`src/rtl/seg_display_monitor.sv`:
```
// Decodes the multiplexed active-low 7-segment/anode scan back into four hex digits with valid flags.
// Latency: SETTLE_CYCLES+1 clocks from a stable input pair to registered digit/strobe outputs.
// No backpressure: inputs are sampled every cycle and pulses are single-cycle, never held off.
module seg_display_monitor #(
    parameter int unsigned SETTLE_CYCLES = 4
) (
    input  logic        clk,
    input  logic        rst,
    input  logic [6:0]  seg,
    input  logic [3:0]  an,
    output logic [15:0] digits,
    output logic [3:0]  digit_valid,
    output logic        frame_done,
    output logic        seg_error,
    output logic        an_error
);

    typedef enum logic [1:0] {
        IDLE   = 2'd0,
        SETTLE = 2'd1,
        HOLD   = 2'd2
    } state_t;

    localparam logic [7:0] SETTLE_MAX = 8'(SETTLE_CYCLES);
    localparam logic [6:0] SEG_BLANK  = 7'h7F;

    // Returns {legal, nibble} for an active-low gfedcba pattern.
    function automatic logic [4:0] decode_glyph(input logic [6:0] pat);
        logic [4:0] r;
        case (pat)
            7'h40:   r = {1'b1, 4'h0};
            7'h79:   r = {1'b1, 4'h1};
            7'h24:   r = {1'b1, 4'h2};
            7'h30:   r = {1'b1, 4'h3};
            7'h19:   r = {1'b1, 4'h4};
            7'h12:   r = {1'b1, 4'h5};
            7'h02:   r = {1'b1, 4'h6};
            7'h78:   r = {1'b1, 4'h7};
            7'h00:   r = {1'b1, 4'h8};
            7'h10:   r = {1'b1, 4'h9};
            7'h08:   r = {1'b1, 4'hA};
            7'h03:   r = {1'b1, 4'hB};
            7'h46:   r = {1'b1, 4'hC};
            7'h21:   r = {1'b1, 4'hD};
            7'h06:   r = {1'b1, 4'hE};
            7'h0E:   r = {1'b1, 4'hF};
            default: r = 5'b0_0000;
        endcase
        return r;
    endfunction

    state_t      state_q, state_d;
    logic [6:0]  seg_q, seg_d;
    logic [3:0]  an_q, an_d;
    logic [7:0]  cnt_q, cnt_d;
    logic [15:0] digits_q, digits_d;
    logic [3:0]  digit_valid_q, digit_valid_d;
    logic [3:0]  cap_mask_q, cap_mask_d;
    logic        frame_done_q, frame_done_d;
    logic        seg_error_q, seg_error_d;
    logic        an_error_q, an_error_d;

    logic        changed;
    logic        capture;
    logic [3:0]  an_sel;
    logic        an_onehot;
    logic        an_multi;
    logic [4:0]  dec;
    logic        seg_blank;
    logic [3:0]  mask_next;

    // The capture acts on the registered pair, which equals the incoming pair whenever capture fires.
    assign changed   = (seg != seg_q) || (an != an_q);
    assign an_sel    = ~an_q;
    assign an_onehot = (an_sel != 4'h0) && ((an_sel & 4'(an_sel - 4'd1)) == 4'h0);
    assign an_multi  = (an_sel != 4'h0) && !an_onehot;
    assign dec       = decode_glyph(seg_q);
    assign seg_blank = (seg_q == SEG_BLANK);
    // Fires only on the step into saturation, so each stable period captures once.
    assign capture   = !changed && (state_q != HOLD) && (cnt_q == SETTLE_MAX - 8'd1);

    // Stability tracking, decode and frame bookkeeping for the next edge.
    always_comb begin
        seg_d         = seg;
        an_d          = an;
        cnt_d         = cnt_q;
        state_d       = state_q;
        digits_d      = digits_q;
        digit_valid_d = digit_valid_q;
        cap_mask_d    = cap_mask_q;
        frame_done_d  = 1'b0;
        seg_error_d   = 1'b0;
        an_error_d    = 1'b0;
        mask_next     = cap_mask_q | an_sel;

        if (changed) begin
            cnt_d = 8'd0;
        end else if (cnt_q != SETTLE_MAX) begin
            cnt_d = cnt_q + 8'd1;
        end

        if (changed) begin
            state_d = IDLE;
        end else if (cnt_d == SETTLE_MAX) begin
            state_d = HOLD;
        end else begin
            state_d = SETTLE;
        end

        if (capture && an_multi) begin
            an_error_d = 1'b1;
        end

        if (capture && an_onehot) begin
            for (int i = 0; i < 4; i++) begin
                if (an_sel[i]) begin
                    digits_d[4*i +: 4] = dec[4] ? dec[3:0] : 4'h0;
                    digit_valid_d[i]   = dec[4];
                end
            end
            seg_error_d = !dec[4] && !seg_blank;
            if (mask_next == 4'hF) begin
                frame_done_d = 1'b1;
                cap_mask_d   = 4'h0;
            end else begin
                cap_mask_d   = mask_next;
            end
        end
    end

    // All state and outputs are registered; reset clears any partial settle window.
    always_ff @(posedge clk or posedge rst) begin
        if (rst) begin
            state_q       <= IDLE;
            seg_q         <= SEG_BLANK;
            an_q          <= 4'hF;
            cnt_q         <= 8'd0;
            digits_q      <= 16'h0000;
            digit_valid_q <= 4'h0;
            cap_mask_q    <= 4'h0;
            frame_done_q  <= 1'b0;
            seg_error_q   <= 1'b0;
            an_error_q    <= 1'b0;
        end else begin
            state_q       <= state_d;
            seg_q         <= seg_d;
            an_q          <= an_d;
            cnt_q         <= cnt_d;
            digits_q      <= digits_d;
            digit_valid_q <= digit_valid_d;
            cap_mask_q    <= cap_mask_d;
            frame_done_q  <= frame_done_d;
            seg_error_q   <= seg_error_d;
            an_error_q    <= an_error_d;
        end
    end

    assign digits      = digits_q;
    assign digit_valid = digit_valid_q;
    assign frame_done  = frame_done_q;
    assign seg_error   = seg_error_q;
    assign an_error    = an_error_q;

endmodule

```
`config.mk`:
```
export PLATFORM = sky130hd
export DESIGN_NAME = seg_display_monitor
export DESIGN_NICKNAME = d
export VERILOG_FILES = /design/src/rtl/seg_display_monitor.sv
export SDC_FILE = /design/constraint.sdc
export NUM_CORES = 1
export LEC_CHECK = 0
export ABC_CLOCK_PERIOD_IN_PS = 3140
export CORE_ASPECT_RATIO = 0.5
export CORE_MARGIN = 1
export CORE_UTILIZATION = 25
export DETAILED_ROUTE_END_ITERATION = 10
export SYNTH_ARGS = -nofsm -noshare
export SYNTH_HDL_FRONTEND = slang
export SYNTH_SLANG_ARGS = --single-unit
```
`constraint.sdc`:
```
create_clock -name clk -period 3.14 [get_ports clk]
set_clock_uncertainty 0.2 [all_clocks]
set_input_delay 0.628 -clock clk [delete_from_list [all_inputs] [get_ports clk]]
set_output_delay 0.628 -clock clk [all_outputs]
set_load 0.01 [all_outputs]
```
======== Word-level counts from Yosys, hierarchy flattened ========
Cells that the tools add are included.
operators by class
  add/sub/neg operators ................... 2
  equal/unequal tests ..................... 23
  muxes and demuxes ....................... 11
  bitwise operators ....................... 3
  reductions and logical operators ........ 19
operator list
  kind                                                                      number
  5-bit case mux with 16 select lines                                       1
  7-bit equality test (second input constant)                               5
  7-bit by 5-bit equality test with 1-bit output (second input constant)    3
  7-bit by 6-bit equality test with 1-bit output (second input constant)    3
  8-bit 2-to-1 mux                                                          2
  7-bit by 2-bit equality test with 1-bit output (second input constant)    2
  7-bit by 4-bit equality test with 1-bit output (second input constant)    2
  8-bit by 1-bit adder with 8-bit output (second input constant)            1
  8-bit by 2-bit equality test with 1-bit output (second input constant)    1
  8-bit by 3-bit equality test with 1-bit output (second input constant)    1
  4-bit 2-to-1 mux                                                          2
  8-bit by 3-bit inequality test with 1-bit output (second input constant)  1
  2-bit AND reduction                                                       4
  7-bit by 3-bit equality test with 1-bit output (second input constant)    1
  1-bit logical AND                                                         7
  7-bit logical NOT                                                         1
  7-bit inequality test                                                     1
  4-bit AND                                                                 1
  4-bit equality test (second input constant)                               1
  1-bit logical NOT                                                         4
  4-bit logical NOT                                                         1
  1-bit 2-to-1 mux                                                          4
  2-bit 2-to-1 mux                                                          2
  4-bit inequality test                                                     1
  6 further kinds                                                           6
storage, ports and cells
  register bits ........................... 48
  input port bits ......................... 13
  output and inout port bits .............. 23
  word-level logic and storage cells ...... 74

======== Longest topological paths before layout ========
  depth in word-level cells ............... 9
  depth in mapped cells ................... 7
  depth with buffers taken out ............ 6

======== Least setup slack after synthesis ========
Ideal clock, no wire load.
  path kind ............................... register to register
  from .................................... register cnt_q[0]
  to ...................................... register digits_q[2] (netlist: digits[2])
  library setup time ...................... 128 ps
  arrival time ............................ 1972 ps
  data required time ...................... 2812 ps
  setup slack ............................. 841 ps
  cell stages (with the launch flop) ...... 8
  path buffers ............................ 1
  period minus slack after synthesis ...... 2299 ps
  path through ............................ dfrtp_1 ha_1 nor3b_2 nand3_2 nor4_4 and2_1 buf_4 mux2_1
between the ends
  longest elaborated chain between the ends .. 4
RTL lines
  item                                            RTL line  text
  start: declaration                              55        logic [7:0] cnt_q, cnt_d;
  start signal: assignment                        148       cnt_q <= cnt_d;
  8-bit by 2-bit equality test with 1-bit output  80        assign capture = !changed && (state_q != HOLD) && (cnt_q == SETTLE_MAX - 8'd1);
  1-bit logical AND                               80
  1-bit logical AND                               114       if (capture && an_onehot) begin
  2-bit AND reduction (no line)                   -
  end signal: assignment                          149       digits_q <= digits_d;
  end: declaration                                56        logic [15:0] digits_q, digits_d;
Every way passes these cells.
A chain may end at the register's enable or synchronous reset.

======== Worst setup path in the final report ========
  from .................................... input port seg[3]
  to ...................................... register digits_q[3] (netlist: digits[3])
between the ends
  longest elaborated chain between the ends .. 7
RTL lines
  item                             RTL line  text
  start: declaration               9         input logic [6:0] seg,
  7-bit inequality test            73        assign changed = (seg != seg_q) || (an != an_q);
  1-bit logical OR                 73
  1-bit logical NOT                80
  1-bit logical AND (2 in series)  80
  1-bit logical AND                114
  2-bit AND reduction (no line)    -
Every way passes these cells.

==> results.md <==
- The flow ran to the end, and the final reports show no timing, DRC or antenna violations.
- The cell class contributing the biggest share of worst-path delay is simple AND/OR/NAND/NOR gates.
- The placeable core region is 9540 µm².
- The number of I/O pins is 36.
- For the worst setup path, the data required time is 3.10 ns.
- For this run, the slowest stage of the critical path takes 0.45 ns.
- The post-synthesis cell area is 2480 µm².
- The initial antenna violation count is 0.
- The final max-slew violation count is 0.
- The number of DRC markers in iteration 0 is 188.
- The synthesized instance count is 222.
- The row count is 25.
- The worst setup path is of the in2reg kind.
- The aggregate global-route resource usage is 11.6%.
- Each instance of the synthesized netlist takes up on average 11.2 µm².
- After routing the design area is 3140 µm².
- For this design the static power due to leakage is 0.00133 µW.
- The number of buffers and inverters on the critical path is 1.
- Counting instances in the post-synthesis netlist gives the leading cell types as 37 x dfrtp_1, 16 x nor2_1, 13 x xnor2_1.
- Max-cap violations in this run came to 0.
- The post-route clock period utilization is 82.4%.
- The number of buffers on the longest clock path is 2.
- The Yosys step of the flow raised 0 warnings.
- The starting utilization of the core area is 26.0%.
- The count of buffers added by post-CTS timing repair for setup is 0.
- The number of global-route vias before repair came to 1894.
- Setup repair after global routing left no endpoint under its margin.
- The number of buffer cells added on primary ports is 35.
- The first global-routing pass estimated 9430 µm of wire.
- The post-synthesis async set-or-reset flop share is 100%.
- The sort of element at the start of the critical path is an input pin.
- Cells with a size suffix above 1 make up 17.3% of the layout.
- Summing over every cut layer, the via total after detailed routing is 1805.
- The clock reaches the later pin of the worst-skew pair after 0.28 ns.
- The kind of capture point of the worst setup path is a flip-flop.
- The detailed-route wire length is 5540 µm.
- The height of the chip is 72.5 µm.
- At the end of the flow, the number of nets in the layout was 268.
- Along the worst path, the maximum fanout reaches 6.
- The width of the chip is 143 µm.
- The top cell type by area accounts for 37.3% of the synthesized area.
- The register area share after synthesis is 48.9%.
- STA puts the critical path data arrival time at 2.55 ns.
- The placed instances occupy a cell area of 2960 µm².
- The total number of clock tree sinks is 48.
- Synthesis produced a netlist with a net count of 237.
- The congestion estimate from routability-driven global placement came to 0.814.
- The cell type contributing the most total cell area after synthesis is dfrtp_1.
- The number of enable flip-flop cells after synthesis is 0.
- The H-tree level count is 2.
- The cell with the largest stage delay on the worst path is clkdlybuf4s50_1.
- After synthesis, the cell types taking the most area are dfrtp_1 37%, dfstp_2 12%, xnor2_1 4.6%.
- The routed wire length per instance is 14.2 µm.
- The clock tree from TritonCTS is done.
- The final count of negative-setup-slack endpoints is 0.
- The detailed-routing iteration count for the pre-antenna-repair pass is 4.
- For this run, design rule violations remaining after detail routing come to 0.
- Entering global routing, the biggest net connects 49 pins.
- The register clock-pin slew on the reported worst setup and hold paths is 0.06 ns.
- The count of cells in the finished layout, fillers not included, comes to 389.
- Walking the worst path, the cells encountered are clkdlybuf4s50_1, xnor2_1, nand4_1, nor4_4, and2_1, mux2_1.
- For the pin with the worst max-slew slack, the measured transition is 0.612 ns.
- The accumulated negative setup slack is 0 ns.
- After global routing the overflow that remains totals 0.
- The reg-to-reg startpoint is cnt_q[0].
- The worst slew slack as a fraction of its limit is 59.2%.
- The post-route minimum period is 2.59 ns.
- After synthesis the netlist holds a flip-flop and latch count of 48.
- The relative area change from synthesis to final layout is 26.5%.
- The floorplan step defined a die boundary enclosing 10400 µm².
- Once placement completed, the tool counted placed cells totaling 381.
- Power comes to 1380 µW.
- The detailed placer's ending HPWL is 4110 µm.
- Counting the buffers created by CTS gives 5.
- The min-delay analysis places its worst path in the category reg2reg.
- After clock tree synthesis, the flow added hold-fix buffers numbering 0.
- The count of cell types in the netlist is 58.
- The critical path startpoint is seg[3].
- The power density over the cells is 441 nW/µm².
- The detail route stage leaves a number of antenna-violating nets equal to 0.
- The dominant synthesized flop cell is dfrtp_1.
- The hold violation count in the final report came to 0.
- Once the clock tree was built, the resizer swapped 0 gates to a different size.
- The repair_antennas step left the layout with diodes totalling 0.
- The origin of the worst min-delay path is cap_mask_q[1].
- The most numerous cell in the Yosys netlist is dfrtp_1.
- The detailed-route vias per instance is 4.64.
- The CTS root buffer is clkbuf_16.
- The worst-case IR drop observed on VDD is 187 µV.
- Static timing analysis puts the maximum clock frequency at 386 MHz.
## placed cells by master (no fill, tap or decap), drive strengths merged, types with 4 or more instances in the layout
master         netlist  layout
nand2b               4       4
nor2                16      16
nor4                 5       5
xnor2               13      13
inv                 10      10
nand4                5       5
nor2b                5       5
xor2                 6       6
and3                 4       4
clkbuf               7       7
dfstp               11      11
nand2                8       8
dfrtp               37      37
mux2                20      20
nand3               10      10
clkdlybuf4s50        0      35
## through the flow
stage	hold slack [ns]	setup WS, ns	util [%]
final	0.298	0.553	32.9
after global routing	0.312	0.374	32.9
after CTS	0.305	0.547	32.9
after detailed placement	0.280	0.246	31.0
after global placement	0.276	0.275	31.0
after floorplan	0.264	0.841	-
## report_power, final
| part | internal [µW] | total [µW] | leakage, µW | switching [µW] |
|---|---|---|---|---|
| registers | 633 | 656 | 0.000628 | 23.3 |
| clock network | 419 | 638 | 0.0000901 | 219 |
| logic | 42.3 | 90.2 | 0.000614 | 47.9 |
## final timing paths
check | to | slack [ns] | cells after the start
max | digits[3] | 0.55 | 6
max reg2reg | digits[3] | 0.58 | 6
max in group asynchronous | digits[12] | 1.71 | 3
min reg2reg | cap_mask_q[1] | 0.30 | 1
min in group asynchronous | cnt_q[7] | 0.62 | 3
min | cap_mask_q[1] | 0.30 | 1
## flip-flops by register name, summed over array words and instances (netlist names)
name         flops
cap_mask_q       4
seg_q            7
frame_done       1
an_q             4
digits          16
seg_error        1
cnt_q            8
an_error         1
state_q          2
digit_valid      4
## kinds of logic (layout without fill, tap and decap cells)
group,after synthesis,count (layout),share of synthesized area (%)
and+or+nand+nor,77,77,19.7
DFF,48,48,48.9
AOI/OAI and AO/OA,30,30,9.32
buffers and inverters,24,56,4.18
muxes,21,21,9.78
xor gates and xnor gates,19,19,6.70
adders and majority gates,3,3,1.41
## routing by layer
| layer | wire length, µm | global-route usage [%] | up-vias |
|---|---|---|---|
| met3 | 205 | 2.44 | 7 |
| met4 | 63 | 4.78 | 0 |
| met2 | 2840 | 21.0 | 30 |
| li1 | - | - | 858 |
| met5 | 0 | 0 | - |
| met1 | 2430 | 13.6 | 910 |
## area by class of cell
cell class              count  area (µm²)
clock buffers               7         153
multi-input cells         150        1160
inverters                  10        37.5
flip-flops and latches     48        1210
repair buffers             38         373
fillers                   943        6400
clock inverters             1        30.0
well taps                 135         169
(Power assumes the default switching activity.)
